<file path="src/rtl/meas_seq_pkg.sv">
// Shared types and widths for the measurement run controller.
package meas_seq_pkg;

  typedef enum logic [2:0] {
    ST_IDLE  = 3'd0,
    ST_ARM   = 3'd1,
    ST_RUN   = 3'd2,
    ST_DRAIN = 3'd3,
    ST_GAP   = 3'd4,
    ST_DONE  = 3'd5,
    ST_ABORT = 3'd6
  } state_e;

  localparam int RUNS_W  = 16;
  localparam int TIME_W  = 32;
  localparam int WORDS_W = 16;
  localparam int GAP_W   = 32;
  localparam int PKT_W   = 32;

  // A zero run count still means one measurement.
  function automatic logic [RUNS_W-1:0] runs_eff(input logic [RUNS_W-1:0] r);
    runs_eff = (r == 16'd0) ? 16'd1 : r;
  endfunction

  function automatic logic [PKT_W-1:0] sat_inc(input logic [PKT_W-1:0] v);
    sat_inc = (v == 32'hFFFF_FFFF) ? v : v + 32'd1;
  endfunction

endpackage

</file>
<file path="src/rtl/seq_timer.sv">
// Loadable down-counter with zero flag; parks at zero until reloaded.
module seq_timer #(
  parameter int W = 32
) (
  input  logic         clk_i,
  input  logic         rst_i,
  input  logic         load_i,
  input  logic [W-1:0] load_val_i,
  output logic         zero_o
);

  logic [W-1:0] cnt_q;
  logic [W-1:0] cnt_d;

  // Load wins over counting.
  always_comb begin
    cnt_d = cnt_q;
    if (load_i) begin
      cnt_d = load_val_i;
    end else if (cnt_q != '0) begin
      cnt_d = cnt_q - W'(1);
    end else begin
      cnt_d = cnt_q;
    end
  end

  // Counter register.
  always_ff @(posedge clk_i) begin
    if (rst_i) begin
      cnt_q <= '0;
    end else begin
      cnt_q <= cnt_d;
    end
  end

  assign zero_o = (cnt_q == '0);

endmodule

</file>
<file path="src/rtl/measurement_sequencer.sv">
// Run controller for signal_detector_v1_0: latches a run configuration, sequences
// back-to-back measurements and counts AXIS packets by snooping tlast beats.
module measurement_sequencer
  import meas_seq_pkg::*;
#(
  parameter int WATCHDOG_W = 32,
  parameter int ARM_CYCLES = 4
) (
  input  logic               m00_axis_aclk,
  input  logic               m00_axis_areset,
  input  logic               start,
  input  logic               abort,
  input  logic [RUNS_W-1:0]  cfg_runs,
  input  logic [TIME_W-1:0]  cfg_measurement_time,
  input  logic [WORDS_W-1:0] cfg_number_words,
  input  logic [GAP_W-1:0]   cfg_gap_cycles,
  input  logic               det_stopped,
  input  logic               mon_tvalid,
  input  logic               mon_tready,
  input  logic               mon_tlast,
  output logic               det_enabled,
  output logic               det_trigger,
  output logic [TIME_W-1:0]  det_measurement_time,
  output logic [WORDS_W-1:0] det_number_words,
  output logic               busy,
  output logic               done,
  output logic               error,
  output logic [RUNS_W-1:0]  run_count,
  output logic [PKT_W-1:0]   packet_count
);

  localparam int TW = (WATCHDOG_W > GAP_W) ? WATCHDOG_W : GAP_W;
  localparam logic [WATCHDOG_W-1:0] WD_MAX = '1;
  // Zero is detected one cycle after it is reached, so every load is one short.
  localparam logic [TW-1:0] WD_LOAD  = TW'(WD_MAX) - TW'(1);
  localparam logic [TW-1:0] ARM_LOAD = TW'(ARM_CYCLES - 1);

  state_e state_q, state_d;
  logic en_q, en_d, trig_q, trig_d, busy_q, busy_d, done_q, done_d, error_q, error_d;
  logic [RUNS_W-1:0]  runs_q, runs_d, run_count_q, run_count_d;
  logic [GAP_W-1:0]   gap_q, gap_d;
  logic [TIME_W-1:0]  time_q, time_d;
  logic [WORDS_W-1:0] words_q, words_d;
  logic [PKT_W-1:0]   pkt_q, pkt_d;

  logic          beat_s, start_ok_s, abort_hit_s, drain_exit_s, last_run_s;
  logic          tmr_load_s, tmr_zero_s;
  logic [TW-1:0] tmr_val_s;

  assign beat_s       = mon_tvalid & mon_tready & mon_tlast;
  assign start_ok_s   = start & ~abort & ((state_q == ST_IDLE) | (state_q == ST_DONE));
  assign abort_hit_s  = abort & (state_q != ST_IDLE) & (state_q != ST_ABORT);
  assign drain_exit_s = beat_s | (det_stopped & ~mon_tvalid);
  assign last_run_s   = ((run_count_q + 16'd1) >= runs_q);

  seq_timer #(.W(TW)) u_timer (
    .clk_i      (m00_axis_aclk),
    .rst_i      (m00_axis_areset),
    .load_i     (tmr_load_s),
    .load_val_i (tmr_val_s),
    .zero_o     (tmr_zero_s)
  );

  // State register.
  always_ff @(posedge m00_axis_aclk) begin
    if (m00_axis_areset) begin
      state_q <= ST_IDLE;
    end else begin
      state_q <= state_d;
    end
  end

  // Next-state logic; the timer zero flag means ARM/GAP/ABORT elapsed or watchdog expired.
  always_comb begin
    state_d = state_q;
    if (abort_hit_s) begin
      state_d = ST_ABORT;
    end else begin
      case (state_q)
        ST_IDLE:  state_d = start_ok_s ? ST_ARM : ST_IDLE;
        ST_ARM:   state_d = tmr_zero_s ? ST_RUN : ST_ARM;
        ST_RUN: begin
          if (tmr_zero_s) begin
            state_d = ST_ABORT;
          end else if (det_stopped) begin
            state_d = ST_DRAIN;
          end else begin
            state_d = ST_RUN;
          end
        end
        ST_DRAIN: begin
          if (tmr_zero_s) begin
            state_d = ST_ABORT;
          end else if (drain_exit_s) begin
            state_d = last_run_s ? ST_DONE : ST_GAP;
          end else begin
            state_d = ST_DRAIN;
          end
        end
        ST_GAP:   state_d = tmr_zero_s ? ST_ARM : ST_GAP;
        ST_DONE:  state_d = start_ok_s ? ST_ARM : ST_DONE;
        ST_ABORT: state_d = tmr_zero_s ? ST_IDLE : ST_ABORT;
        default:  state_d = ST_IDLE;
      endcase
    end
  end

  // Outputs decoded from the next state so the registered copies line up with state_q.
  always_comb begin
    en_d   = (state_d == ST_RUN) | (state_d == ST_DRAIN);
    trig_d = (state_d == ST_RUN);
    busy_d = (state_d != ST_IDLE) & (state_d != ST_DONE);
    done_d = (state_d == ST_DONE) & (state_q != ST_DONE);
  end

  // Timer reload on each phase entry; DRAIN keeps the watchdog running from RUN.
  always_comb begin
    tmr_load_s = (state_d != state_q) && (state_d != ST_DRAIN);
    case (state_d)
      ST_ARM, ST_ABORT: tmr_val_s = ARM_LOAD;
      ST_RUN:           tmr_val_s = WD_LOAD;
      ST_GAP:           tmr_val_s = (gap_q == 32'd0) ? '0 : TW'(gap_q) - TW'(1);
      default:          tmr_val_s = '0;
    endcase
  end

  // Configuration latch, run/packet counters and sticky error.
  always_comb begin
    runs_d      = runs_q;
    gap_d       = gap_q;
    time_d      = time_q;
    words_d     = words_q;
    run_count_d = run_count_q;
    pkt_d       = pkt_q;
    error_d     = error_q;
    if (start_ok_s) begin
      runs_d      = runs_eff(cfg_runs);
      gap_d       = cfg_gap_cycles;
      time_d      = cfg_measurement_time;
      words_d     = cfg_number_words;
      run_count_d = 16'd0;
      pkt_d       = 32'd0;
      error_d     = 1'b0;
    end else begin
      if ((state_q == ST_DRAIN) && ((state_d == ST_DONE) || (state_d == ST_GAP))) begin
        run_count_d = run_count_q + 16'd1;
      end else begin
        run_count_d = run_count_q;
      end
      if ((state_q != ST_IDLE) && beat_s) begin
        pkt_d = sat_inc(pkt_q);
      end else begin
        pkt_d = pkt_q;
      end
      if ((state_d == ST_ABORT) && (state_q != ST_ABORT)) begin
        error_d = 1'b1;
      end else begin
        error_d = error_q;
      end
    end
  end

  // Output and datapath registers.
  always_ff @(posedge m00_axis_aclk) begin
    if (m00_axis_areset) begin
      en_q        <= 1'b0;
      trig_q      <= 1'b0;
      busy_q      <= 1'b0;
      done_q      <= 1'b0;
      error_q     <= 1'b0;
      runs_q      <= 16'd0;
      gap_q       <= 32'd0;
      time_q      <= 32'd0;
      words_q     <= 16'd0;
      run_count_q <= 16'd0;
      pkt_q       <= 32'd0;
    end else begin
      en_q        <= en_d;
      trig_q      <= trig_d;
      busy_q      <= busy_d;
      done_q      <= done_d;
      error_q     <= error_d;
      runs_q      <= runs_d;
      gap_q       <= gap_d;
      time_q      <= time_d;
      words_q     <= words_d;
      run_count_q <= run_count_d;
      pkt_q       <= pkt_d;
    end
  end

  assign det_enabled          = en_q;
  assign det_trigger          = trig_q;
  assign det_measurement_time = time_q;
  assign det_number_words     = words_q;
  assign busy                 = busy_q;
  assign done                 = done_q;
  assign error                = error_q;
  assign run_count            = run_count_q;
  assign packet_count         = pkt_q;

endmodule
</file>
<file path="config.mk">
export PLATFORM = sky130hd
export DESIGN_NAME = measurement_sequencer
export DESIGN_NICKNAME = d
export VERILOG_FILES = /design/src/rtl/meas_seq_pkg.sv /design/src/rtl/seq_timer.sv /design/src/rtl/measurement_sequencer.sv
export SDC_FILE = /design/constraint.sdc
export NUM_CORES = 1
export LEC_CHECK = 0
export CORE_MARGIN = 4
export CORE_UTILIZATION = 25
export CTS_CLUSTER_DIAMETER = 80
export DETAILED_ROUTE_END_ITERATION = 10
export DONT_BUFFER_PORTS = 1
export HOLD_SLACK_MARGIN = 0.02
export PLACE_DENSITY = 0.44
export SLEW_MARGIN = 20
export SYNTH_ARGS = -nofsm -noshare
export SYNTH_HDL_FRONTEND = slang
export SYNTH_SLANG_ARGS = --single-unit
</file>
<file path="constraint.sdc">
create_clock -name m00_axis_aclk -period 4.4 [get_ports m00_axis_aclk]
set_input_delay 0.88 -clock m00_axis_aclk [delete_from_list [all_inputs] [get_ports m00_axis_aclk]]
set_output_delay 0.88 -clock m00_axis_aclk [all_outputs]
set_load 0.005 [all_outputs]
</file>
# After elaboration in Yosys (flattened, before gate mapping)
# Cells that the tools add are included.
totals:
  reg_bits: 184
  inputBits: 104
  output_inout_bits: 101
  word_cells: 84
op_classes:
  add_sub_neg: 4
  order_cmp: 1
  eq_ne: 18
  muxes: 17
  n_bitwise: 15
  n_reduce_logical: 16
op_table:
  columns: ["op", "count"]
  rows:
  - ["32-bit 2-to-1 mux", 3]
  - ["32-bit case mux with 3 select lines", 1]
  - ["32-bit logical NOT", 2]
  - ["32-bit by 1-bit subtractor with 32-bit output (second input constant)", 2]
  - ["32-bit by 1-bit adder with 32-bit output (second input constant)", 1]
  - ["32-bit equality test (second input constant)", 1]
  - ["32-bit nonzero test", 1]
  - ["3-bit 2-to-1 mux", 7]
  - ["3-bit case mux with 7 select lines", 1]
  - ["3-bit equality test (second input constant)", 6]
  - ["16-bit by 1-bit adder with 16-bit output (second input constant)", 1]
  - ["16-bit >= comparator", 1]
  - ["16-bit logical NOT", 1]
  - ["16-bit 2-to-1 mux", 1]
  - ["3-bit by 2-bit equality test with 1-bit output (second input constant)", 4]
  - ["1-bit bitwise AND", 9]
  - ["3-bit != test (second input constant)", 3]
  - ["3-bit by 1-bit equality test with 1-bit output (second input constant)", 2]
  - ["3-bit nonzero test", 2]
  - ["1-bit logical AND", 4]
  - ["2-bit OR reduction", 2]
  - ["3-bit logical NOT", 1]
  - ["1-bit 2-to-1 mux", 3]
  - ["3-bit by 2-bit != test with 1-bit output (second input constant)", 1]
  - ["7 further kinds", 11]

# Depth between registers and ports, before layout
# Gate-level depths: netlist (run 1).
logic_depth:
  depth_word: 11
  ltp_mapped: 18
  ltp_nobuf: 16

# Modules after synthesis
# Synthesis (run 1) repeated with hierarchy kept, for this count alone.
hier_totals:
  hier_cells: 1225
  area_unflattened_um2: 9476.6
modules_own_cells:
  columns: ["module", "instances", "cells_per_inst", "area_per_inst_um2"]
  rows:
  - ["measurement_sequencer", 1, 1012, 7651.1]
  - ["seq_timer", 1, 213, 1825.5]

# Worst setup path after synthesis (run 1)
# Ideal clock, no wire load.
synth_timing:
  path_kind: "reg2reg"
  from: "register run_count_q[6] (netlist: run_count[6])"
  to: "register u_timer.cnt_q[20]"
  setup_time_ns: 0.075
  t_arrival_ns: 3.890
  required_time_ns: 4.325
  setup_slack_ns: 0.435
  stages_incl_launch_ff: 18
  cell_sequence: "dfxtp_1 -> and3_1 -> and3_1 -> nand3_1 -> nor2_1 -> nand4_1 -> xnor2_1 -> ha_1 -> nand4_1 -> or4_1 -> o32a_1 -> a21oi_1 -> o31ai_4 -> mux2i_2 -> or3_1 -> buf_2 -> buf_6 -> a22oi_2"
synth_between:
  elab_chain_cells: 11
  word_cells_on_any_way: 18
synth_lines:
  columns: ["element", "line_no", "text"]
  rows:
  - ["from (decl)", "measurement_sequencer.sv:40", "logic [RUNS_W-1:0] runs_q, runs_d, run_count_q, run_count_d;"]
  - ["from (signal assigned)", "measurement_sequencer.sv:187", "run_count_q <= run_count_d;"]
  - ["16-bit by 1-bit adder with 16-bit output (*)", "measurement_sequencer.sv:54", "assign last_run_s = ((run_count_q + 16'd1) >= runs_q);"]
  - ["16-bit >= comparator (*)", "measurement_sequencer.sv:54", null]
  - ["1-bit 2-to-1 mux (*)", "measurement_sequencer.sv:95", "state_d = last_run_s ? ST_DONE : ST_GAP;"]
  - ["3-bit 2-to-1 mux (*)", "measurement_sequencer.sv:94", "end else if (drain_exit_s) begin"]
  - ["3-bit 2-to-1 mux (*)", "measurement_sequencer.sv:92", "if (tmr_zero_s) begin"]
  - ["3-bit case mux with 7 select lines (*)", "measurement_sequencer.sv:79", "case (state_q)"]
  - ["3-bit 2-to-1 mux (*)", "measurement_sequencer.sv:76", "if (abort_hit_s) begin"]
  - ["3-bit equality test or 3-bit by 1-bit equality test with 1-bit output (tied branches)", "measurement_sequencer.sv:119", "case (state_d)"]
  - ["2-bit OR reduction", "measurement_sequencer.sv:119", null]
  - ["32-bit case mux with 3 select lines", "measurement_sequencer.sv:119", null]
  - ["32-bit 2-to-1 mux", "seq_timer.sv:18", "if (load_i) begin"]
  - ["to (signal assigned)", "seq_timer.sv:32", "cnt_q <= cnt_d;"]
  - ["to (decl)", "seq_timer.sv:12", "logic [W-1:0] cnt_q;"]
# Every way passes the cells marked *; elsewhere a longest branch is shown, timed or not.
# A chain may end at the register's enable or synchronous reset.

# Worst setup path in the final report (run 1)
layout_timing:
  from: "register run_count_q[7] (netlist: run_count[7])"
  to: "register u_timer.cnt_q[18]"
# Same word-level chain as after synthesis.

==> impl_metrics.py, run 1 <==
metrics = {
    "setup_path": {
        "rr_worst_depth": 17,
        "critPathMaxStageDelay_ns": 0.53,
        "cp.required_ns": 4.73,
        "r2r_start": "run_count[7]",
        "worstSetupEndpointType": "flop",
        "crit_type": "reg -> reg",
        "rr_endpoint": "u_timer.cnt_q[18]",
        "crit_arrival_ns": 4.42,
        "cp_max_fo": 17,
        "critPathLaunchType": "flop",
        "reg2reg_slack_ns": 0.30,
        "crit_chain": "and3_4, and3_4, nand3_1, nor2_2, nand4_1, xnor2_1, ha_1, nand4_1, or4_1, o32a_1, a21oi_2, o31ai_4, buf_4, mux2i_2, or2_1, buf_6, a221oi_1",
        "cpMaxStageDelayCell": "or4_1",
    },
    "detailed_routing": {
        "wire_per_inst_um": 16.56,
        "via_per_inst": 4.761,
        "dr_total_vias": 7704,
        "final_antenna_net_count": 0,
        "firstDrtPassIters": 5,
        "drc": 0,
        "drtIter0Drc": 349,
        "wl_um": 26790,
    },
    "floorplanning": {
        "rows": 69,
        "pin_count": 205,
        "die_h_um": 199.4,
        "fp.dieArea_um2": 39760,
        "start_util_pct": 25.56,
        "core_um2": 35830,
        "fp.dieW_um": 199.4,
    },
    "min_path": {
        "min-delay-start": "runs_q[3]",
        "min_path_type": "reg -> reg",
        "holdPathStages": 2,
        "holdPathEnd": "runs_q[3]",
    },
    "status": {
        "status": "complete, no violations",
    },
    "pwr": {
        "leakage_nw": 3.740,
        "p_per_area_nw_per_um2": 592.5,
        "ir_drop_v": 0.0002904,
    },
    "synth": {
        "ys_warn_count": 0,
        "ys_types": 66,
        "ys_ff_latch": 184,
        "syn_area_um2": 9158,
        "synth-edff-count": 0,
        "ys.flop_type": "dfxtp_1",
        "async_reset_ff_share_pct": 0,
        "syn_nets": 1284,
        "ys_seq_area_share_pct": 40.22,
        "syn_area_per_cell_um2": 7.901,
        "syn-instance-count": 1159,
    },
    "timing": {
        "fin_crit_sh_pct": 93.08,
        "finalWorstSetupSlack_ns": 0.3047,
        "fin_skew_ns": 0.01258,
        "rsz0062_at_grt": "no",
        "setup_viol": 0,
        "tightest_slew_ns": 0.9830,
        "max-slew-margin-rel_pct": 34.22,
        "fin_crit_ns": 4.095,
        "holdWs_ns": 0.4647,
        "slew_violations": 0,
        "hold_viol": 0,
        "max_freq_mhz": 244.2,
    },
    "clock_network": {
        "cts_tree": "yes",
        "cts_inserted_buffers": 17,
        "clock_sinks": 184,
        "cts_buffer_depth": 2,
        "clock_latency_ns": 0.44,
        "cts.clk_slew.worst_paths_ns": 0.07,
        "root_buffer": "clkbuf_16",
        "cts.htree.levels": 4,
    },
    "placement": {
        "dp_hpwl_um": 19380,
        "gp_routability_congestion": 0.7750,
        "portBuffers": 0,
        "pre_cts_ws_ns": -0.01750,
        "placed_area_um2": 9679,
    },
    "cells_and_area": {
        "fin_nets": 1269,
        "multi_input_area_um2": 5154,
        "finish.instance_area_um2": 10360,
        "diodes": 0,
        "regArea_um2": 3684,
        "area_growth_pct": 13.14,
        "drive_above_1_share_pct": 8.384,
        "final_core_util_pct": 28.92,
        "n_fill_cell": 3884,
    },
    "global_route": {
        "track_usage_pct": 13.25,
        "antenna_found_initial": 1,
        "grt_max_degree": 114,
        "grt_pass1_vias": 7475,
        "overflow": 0,
        "grt_first_pass_wirelength_um": 42330,
    },
    "job": {
        "drv_cap": 0,
    },
}
## metrics by stage
step | setup TNS [ns] | instances | power (mW)
after CTS | 0 | 1615 | 6.176
final | 0 | 1618 | 6.139
after floorplan | 0 | 1159 | 3.952
after global routing | 0 | 1618 | 6.600
after detailed placement | -0.06082 | 1583 | 4.519
after global placement | 0 | 1583 | 4.513
## critical path, delay by kind of cell, from the launching register on
kind	cells	cell delay, ns
mux	1	0.18
buf+inv	2	0.35
xor+xnor	1	0.17
simple gates	8	1.77
compound gates	4	0.87
fa+ha+maj	1	0.29
flops	1	0.33
## worst max path at each step
stage | startpoint | slack (ns) | to | cells after the start
after floorplan | run_count[6] | 0.44 | u_timer.cnt_q[20] | 17
after global placement | run_count[7] | 0.03 | u_timer.cnt_q[9] | 15
after detailed placement | run_count[7] | -0.02 | u_timer.cnt_q[11] | 15
after CTS | run_count[7] | 0.18 | u_timer.cnt_q[18] | 16
after global routing | run_count[6] | 0.004 | u_timer.cnt_q[3] | 18
final | run_count[7] | 0.30 | u_timer.cnt_q[18] | 17
## synth_stat cells, drive strengths merged, types with 3 or more instances
cell type	n	area [um^2]
a211oi	3	22.52
nand3	26	130.1
dfxtp	184	3684
or4	8	63.81
and2	8	50.05
a221oi	13	145.1
nand2b	10	62.56
a21oi	104	520.5
xor2	59	516.8
inv	31	116.4
xnor2	47	411.6
nor2	106	421.7
nand3b	4	30.03
o41ai	3	26.28
a22oi	15	147.6
nand2	266	998.5
o21ai	35	175.2
or2	3	18.77
nor4	22	137.6
and4	8	70.07
nand4	19	118.9
ha	21	262.8
buf	12	71.31
o211ai	5	37.54
mux2i	5	53.80
nor3b	3	27.52
o31ai	7	71.32
nor3	21	116.4
or3	7	43.79
a31oi	7	58.81
and3	13	81.33
nor2b	6	37.54
clkbuf	51	191.4
a21o	3	22.52
o21a	3	22.52
## cells by family (layout without fill, tap and decap cells)
kind of cell    after synthesis  in the layout  share of synthesized area, %
flops                       184            184                         40.22
compound gates              214            214                         15.23
xor+xnor                    106            106                         10.14
buf+inv                      94             92                         4.140
fa+ha+maj                    21             21                         2.869
simple gates                535            535                         26.81
mux                           5              5                        0.5875
## state kept, by name (all words and copies together) (netlist names)
signal                cells
busy                      1
det_enabled               1
det_measurement_time     32
det_number_words         16
det_trigger               1
done                      1
error                     1
gap_q                    32
packet_count             32
run_count                16
runs_q                   16
state_q                   3
u_timer.cnt_q            32
## layout by cell type (no fill, tap or decap), drive strengths merged, types with 4 or more instances in the layout
| cell type | netlist | layout |
|---|---|---|
| nor3 | 21 | 21 |
| nand4 | 19 | 19 |
| a21oi | 104 | 104 |
| or4 | 8 | 8 |
| mux2i | 5 | 5 |
| clkbuf | 51 | 19 |
| and2 | 8 | 8 |
| ha | 21 | 21 |
| o21ai | 35 | 35 |
| a31oi | 7 | 7 |
| dfxtp | 184 | 184 |
| and3 | 13 | 13 |
| a221oi | 13 | 13 |
| nor4 | 22 | 22 |
| nor2b | 6 | 6 |
| nand2b | 10 | 10 |
| nand2 | 266 | 266 |
| a22oi | 15 | 15 |
| o211ai | 5 | 5 |
| xor2 | 59 | 59 |
| o31ai | 7 | 7 |
| nor2 | 106 | 106 |
| or3 | 7 | 7 |
| buf | 12 | 29 |
| xnor2 | 47 | 47 |
| nand3b | 4 | 4 |
| inv | 31 | 35 |
| and4 | 8 | 8 |
| nand3 | 26 | 26 |
## power breakdown
part	internal (mW)	total (mW)	switching, mW
Clock	0.917	1.60	0.685
Combinational	0.936	2.35	1.42
Sequential	1.93	2.18	0.258
Total	3.78	6.14	2.36
## layer usage
| layer | share of wire, % | track usage [%] | vias to the layer above |
|---|---|---|---|
| met1 | 46 | 17.25 | 3606 |
| met5 | 0.049 | 0 | - |
| li1 | - | - | 3930 |
| met4 | 1.1 | 3.094 | 2 |
| met3 | 6.6 | 4.384 | 16 |
| met2 | 47 | 21.44 | 150 |
## cell type report
type                       instances  share of cell area (%)
clock buffer                      19                   4.275
clock inverter                    13                   1.606
timing repair buffer              29                   2.137
inverter                          31                   1.123
sequential                       184                   35.55
multi-input combinational        881                   49.74
tap                              461                   5.567
## timing repair
action / CTS / global route
endpoints found under the setup margin: 5 / 31
gates resized for setup: 1 / 10
cloned: 0 / 0
hold buffers: 0 / 0
pin swaps: 0 / 2
setup buffers: 0 / 3
Power figures use the tool's default switching activity.
==> run 2, diff against run 1 <==
==> constraint.sdc (replaced) <==
create_clock -name m00_axis_aclk -period 4.4 [get_ports m00_axis_aclk]
set_input_delay 0.22 -clock m00_axis_aclk [delete_from_list [all_inputs] [get_ports m00_axis_aclk]]
set_output_delay 0.22 -clock m00_axis_aclk [all_outputs]
set_load 0.005 [all_outputs]
==> impl_metrics.py, run 2 (synthesis results as in run 1) <==
metrics = {
    "placement": {
        "pre_cts_ws_ns": -0.03647,
        "gp_routability_congestion": 0.7863,
        "dp_hpwl_um": 19290,
        "portBuffers": 0,
    },
    "timing": {
        "fin_skew_ns": 0.01327,
        "holdWs_ns": 0.06152,
        "hold_viol": 0,
        "max-slew-margin-rel_pct": 36.50,
        "fin_crit_sh_pct": 92.50,
        "slew_violations": 0,
        "setup_viol": 0,
        "finalWorstSetupSlack_ns": 0.3301,
        "fin_crit_ns": 4.070,
        "max_freq_mhz": 245.7,
        "tightest_slew_ns": 0.9489,
        "setup_tns_ns": 0,
    },
    "setup_path": {
        "worstSetupEndpointType": "flop",
        "cp_max_fo": 17,
        "cp.required_ns": 4.74,
        "critPathLaunchType": "flop",
        "crit_arrival_ns": 4.41,
        "reg2reg_slack_ns": 0.33,
        "crit_type": "reg -> reg",
        "r2r_start": "run_count[6]",
        "startpoint": "run_count[6]",
    },
    "pwr": {
        "ir_drop_v": 0.0002568,
        "leakage_nw": 4.123,
        "p_per_area_nw_per_um2": 542.8,
        "power.total_mw": 6.130,
    },
    "global_route": {
        "grt_max_degree": 105,
        "grtUsageMet1_pct": 19.35,
        "met2_usage_pct": 22.65,
        "grt-busiest-layer": "met2",
        "grt_pass1_vias": 8015,
        "met3_usage_pct": 3.440,
        "overflow": 0,
        "antenna_found_initial": 4,
        "track_usage_pct": 14.20,
        "grt_first_pass_wirelength_um": 45690,
    },
    "cells_and_area": {
        "area_growth_pct": 23.32,
        "n_fill_cell": 3820,
        "final_core_util_pct": 31.52,
        "final_cell_mix": "266 x nand2_1, 184 x dfxtp_1, 103 x a21oi_1, 102 x nor2_1, 97 x dlygate4sd3_1",
        "drive_above_1_share_pct": 7.520,
        "final_common_cell": "nand2_1",
        "fin_nets": 1363,
    },
    "clock_network": {
        "cts_tree": "yes",
        "cts_inserted_buffers": 17,
        "cts_buffer_depth": 2,
        "clock_sinks": 184,
        "root_buffer": "clkbuf_16",
        "clock_latency_ns": 0.44,
        "cts_setup_buffers": 0,
        "cts.clk_slew.worst_paths_ns": 0.08,
        "cts.htree.levels": 4,
    },
    "detailed_routing": {
        "drc": 0,
        "dr_total_vias": 8138,
        "final_antenna_net_count": 0,
        "wire_per_inst_um": 16.36,
        "wl_um": 28040,
        "firstDrtPassIters": 6,
        "drtIter0Drc": 529,
        "via_per_inst": 4.748,
    },
    "status": {
        "status": "complete, no violations",
    },
    "floorplanning": {
        "core_um2": 35830,
        "fp.dieW_um": 199.4,
        "die_h_um": 199.4,
        "rows": 69,
        "fp.dieArea_um2": 39760,
        "start_util_pct": 25.56,
        "pin_count": 205,
    },
    "min_path": {
        "min_path_type": "in -> reg",
        "min-delay-start": "m00_axis_areset",
    },
    "job": {
        "drv_cap": 0,
    },
}
[run 2: worst paths after layout]
| kind | to | cells past startpoint |
|---|---|---|
| worst min register to register | runs_q[3] | 2 |
| worst max-delay path | u_timer.cnt_q[18] | 16 |
| worst max register to register | u_timer.cnt_q[18] | 16 |
| worst min-delay path | u_timer.cnt_q[12] | 2 |
[run 2: layout make-up]
cell class	count	area, um^2	area share [%]
multi-input cells	881	5151	45.61
repair buffers	123	1186	10.50
inverters	31	116.4	1.030
clock buffers	19	452.9	4.011
well taps	461	576.8	5.107
clock inverters	12	118.9	1.053
flip-flops and latches	184	3684	32.62
diodes	3	7.507	0.06647
[run 2: timing repair]
item	CTS	global route
endpoints found under the setup margin	14	32
gates resized for setup	2	9
hold buffers	98	0
pin swaps	0	2
endpoints found under the hold margin	118	0
[run 2: metal layers]
metal  share of wire (%)  wire, um
met1                  47     13050
met2                  47     13150
met3                 5.2      1472
met4                 1.3       374
met5                   0         0
[run 2: per-stage QoR]
| stage | area [um^2] | std cells |
|---|---|---|
| 2_1_floorplan | 9158 | 1159 |
| 3_3_place_gp | 9672 | 1582 |
| 3_5_place_dp | 9672 | 1582 |
| 4_1_cts | 11250 | 1711 |
| 5_1_grt | 11290 | 1713 |
| 6_report | 11290 | 1714 |
[run 2: critical path, stage by stage, from the launching register on]
cell	delay [ns]
dfxtp_1	0.33
and3_1	0.21
and3_2	0.25
nand3_2	0.12
nor2_2	0.16
nand4_1	0.16
xnor2_1	0.17
ha_1	0.30
nand4_1	0.14
or4_1	0.54
o32a_1	0.31
a21oi_2	0.20
o31ai_4	0.13
mux2i_2	0.21
or2_1	0.24
buf_4	0.23
a221oi_1	0.28
[run 2: report_power, final]
group	total, mW	internal [mW]	switching [mW]
clock network	1.52	0.817	0.703
registers	2.18	1.93	0.258
logic	2.43	0.971	1.46
==> run 3, diff against run 2 <==
Settings changed: CORE_UTILIZATION 25 to 35, PLACE_DENSITY 0.44 to 0.55.
==> impl_metrics.py, run 3 (synthesis results as in run 1) <==
metrics = {
    "placement": {
        "dp_hpwl_um": 18110,
        "portBuffers": 0,
        "gp_routability_congestion": 0.8481,
        "placed_area_um2": 9515,
    },
    "clock_network": {
        "cts_inserted_buffers": 17,
        "clock_sinks": 184,
        "clock_latency_ns": 0.43,
        "cts_buffer_depth": 2,
        "cts.clk_slew.worst_paths_ns": 0.08,
        "root_buffer": "clkbuf_16",
        "cts.htree.levels": 4,
        "cts_tree": "yes",
    },
    "pwr": {
        "power.total_mw": 6.095,
        "pwr-share-clk_pct": 25.3,
        "leakage_nw": 4.144,
        "p_int_mw": 3.663,
        "p_per_area_nw_per_um2": 547.0,
        "p_sw_share_pct": 39.91,
        "pwr-share-seq_pct": 35.7,
        "power.combinational.fraction_pct": 39.0,
        "ir_drop_v": 0.0002644,
        "p_switching_mw": 2.433,
    },
    "global_route": {
        "grt_pass1_vias": 8037,
        "track_usage_pct": 17.77,
        "antenna_found_initial": 1,
        "grt_first_pass_wirelength_um": 42350,
        "overflow": 0,
        "grt_max_degree": 107,
    },
    "cells_and_area": {
        "final_common_cell": "nand2_1",
        "regArea_um2": 3684,
        "drive_above_1_share_pct": 7.422,
        "finish.instance_area_um2": 11140,
        "n_fill_cell": 2555,
        "area_growth_pct": 21.68,
        "multi_input_area_um2": 5130,
        "fin_nets": 1365,
        "final_cell_mix": "266 x nand2_1, 184 x dfxtp_1, 103 x a21oi_1, 102 x nor2_1, 97 x dlygate4sd3_1",
    },
    "floorplanning": {
        "rows": 58,
        "fp.dieW_um": 169.8,
        "core_um2": 25470,
        "die_h_um": 169.8,
        "pin_count": 205,
        "start_util_pct": 35.95,
        "fp.dieArea_um2": 28820,
    },
    "timing": {
        "holdWs_ns": 0.09241,
        "tightest_slew_ns": 0.8838,
        "slew_violations": 0,
        "setup_tns_ns": 0,
        "fin_crit_ns": 4.127,
        "hold_viol": 0,
        "fin_crit_sh_pct": 93.81,
        "max-slew-margin-rel_pct": 40.86,
        "setup_viol": 0,
        "max_freq_mhz": 242.3,
        "fin_skew_ns": 0.01445,
    },
    "detailed_routing": {
        "dr_total_vias": 8127,
        "drtIter0Drc": 377,
        "wire_per_inst_um": 16.31,
        "firstDrtPassIters": 4,
        "drc": 0,
        "wl_um": 25830,
        "final_antenna_net_count": 0,
        "via_per_inst": 5.131,
    },
    "setup_path": {
        "critPathLaunchType": "flop",
        "crit_arrival_ns": 4.47,
        "crit_type": "reg -> reg",
        "cp.required_ns": 4.75,
        "worstSetupEndpointType": "flop",
        "cp_max_fo": 9,
    },
    "status": {
        "status": "complete, no violations",
    },
    "min_path": {
        "min_path_type": "in -> reg",
    },
    "job": {
        "drv_cap": 0,
    },
}
-- run 3: changes by cell type in the layout (fill, tap and decap cells not counted), sizes merged --
| cell | delta |
|---|---|
| clkinvlp | -3 |
| clkbuf | -2 |
| bufinv | -1 |
| clkinv | +1 |
| buf | +2 |
| inv | +6 |
| diode | -2 |
-- run 3: final cells by class --
| class | count | area share (%) |
|---|---|---|
| Clock inverter | 15 | 1.538 |
| Clock buffer | 17 | 3.818 |
| Antenna cell | 1 | 0.02246 |
| Timing Repair Buffer | 125 | 10.78 |
| Multi-Input combinational cell | 881 | 46.04 |
| Tap cell | 330 | 3.705 |
| Inverter | 31 | 1.044 |
| Sequential cell | 184 | 33.06 |
-- run 3: final timing paths --
check | from | endpoint | slack (ns) | cells after the start
worst max-delay path | run_count[7] | u_timer.cnt_q[19] | 0.27 | 17
worst max register to register | run_count[7] | u_timer.cnt_q[19] | 0.27 | 17
worst min register to register | runs_q[3] | runs_q[3] | 0.46 | 2
worst min-delay path | m00_axis_areset | u_timer.cnt_q[12] | 0.09 | 2
-- run 3: through the flow --
stage,cells,util [%],worst slack (ns)
after floorplan,1159,-,0.4350
after global placement,1452,37.36,0.2272
after detailed placement,1452,37.36,0.1496
after CTS,1582,43.62,0.1001
after global routing,1584,43.75,-0.009321
final,1584,43.75,0.2725
-- run 3: timing repair --
action / CTS / global route
hold buffers: 98 / 0
buffers inserted: 0 / 1
gates resized for setup: 0 / 6
endpoints found under the setup margin: 0 / 31
hold endpoints to repair: 119 / 0
-- run 3: worst max-delay path: stages, from the launching register on --
cell     delay, ns
dfxtp_1       0.33
and3_4        0.20
and3_2        0.23
nand3_2       0.15
nor2_4        0.15
nand4_1       0.16
xnor2_1       0.18
ha_1          0.29
nand4_1       0.12
or4_1         0.54
o32a_1        0.31
a21oi_2       0.21
o31ai_4       0.09
mux2i_2       0.18
buf_4         0.17
or3_1         0.36
buf_4         0.19
a22oi_1       0.18
-- run 3: power groups by stage --
stage	clock (mW)	combinational, mW	sequential [mW]
floorplan	0	1.83	2.12
global placement	0	2.26	2.21
detailed placement	0	2.28	2.21
CTS	1.59	2.37	2.18
global route	1.66	2.67	2.22
finish	1.54	2.38	2.18
-- run 3: per-layer routing --
metal | track usage [%] | vias up | wire [um]
li1 | - | 4138 | -
met1 | 23.72 | 3773 | 11890
met2 | 29.07 | 195 | 12140
met3 | 4.589 | 21 | 1517
met4 | 3.955 | 0 | 284
met5 | 0 | - | 0
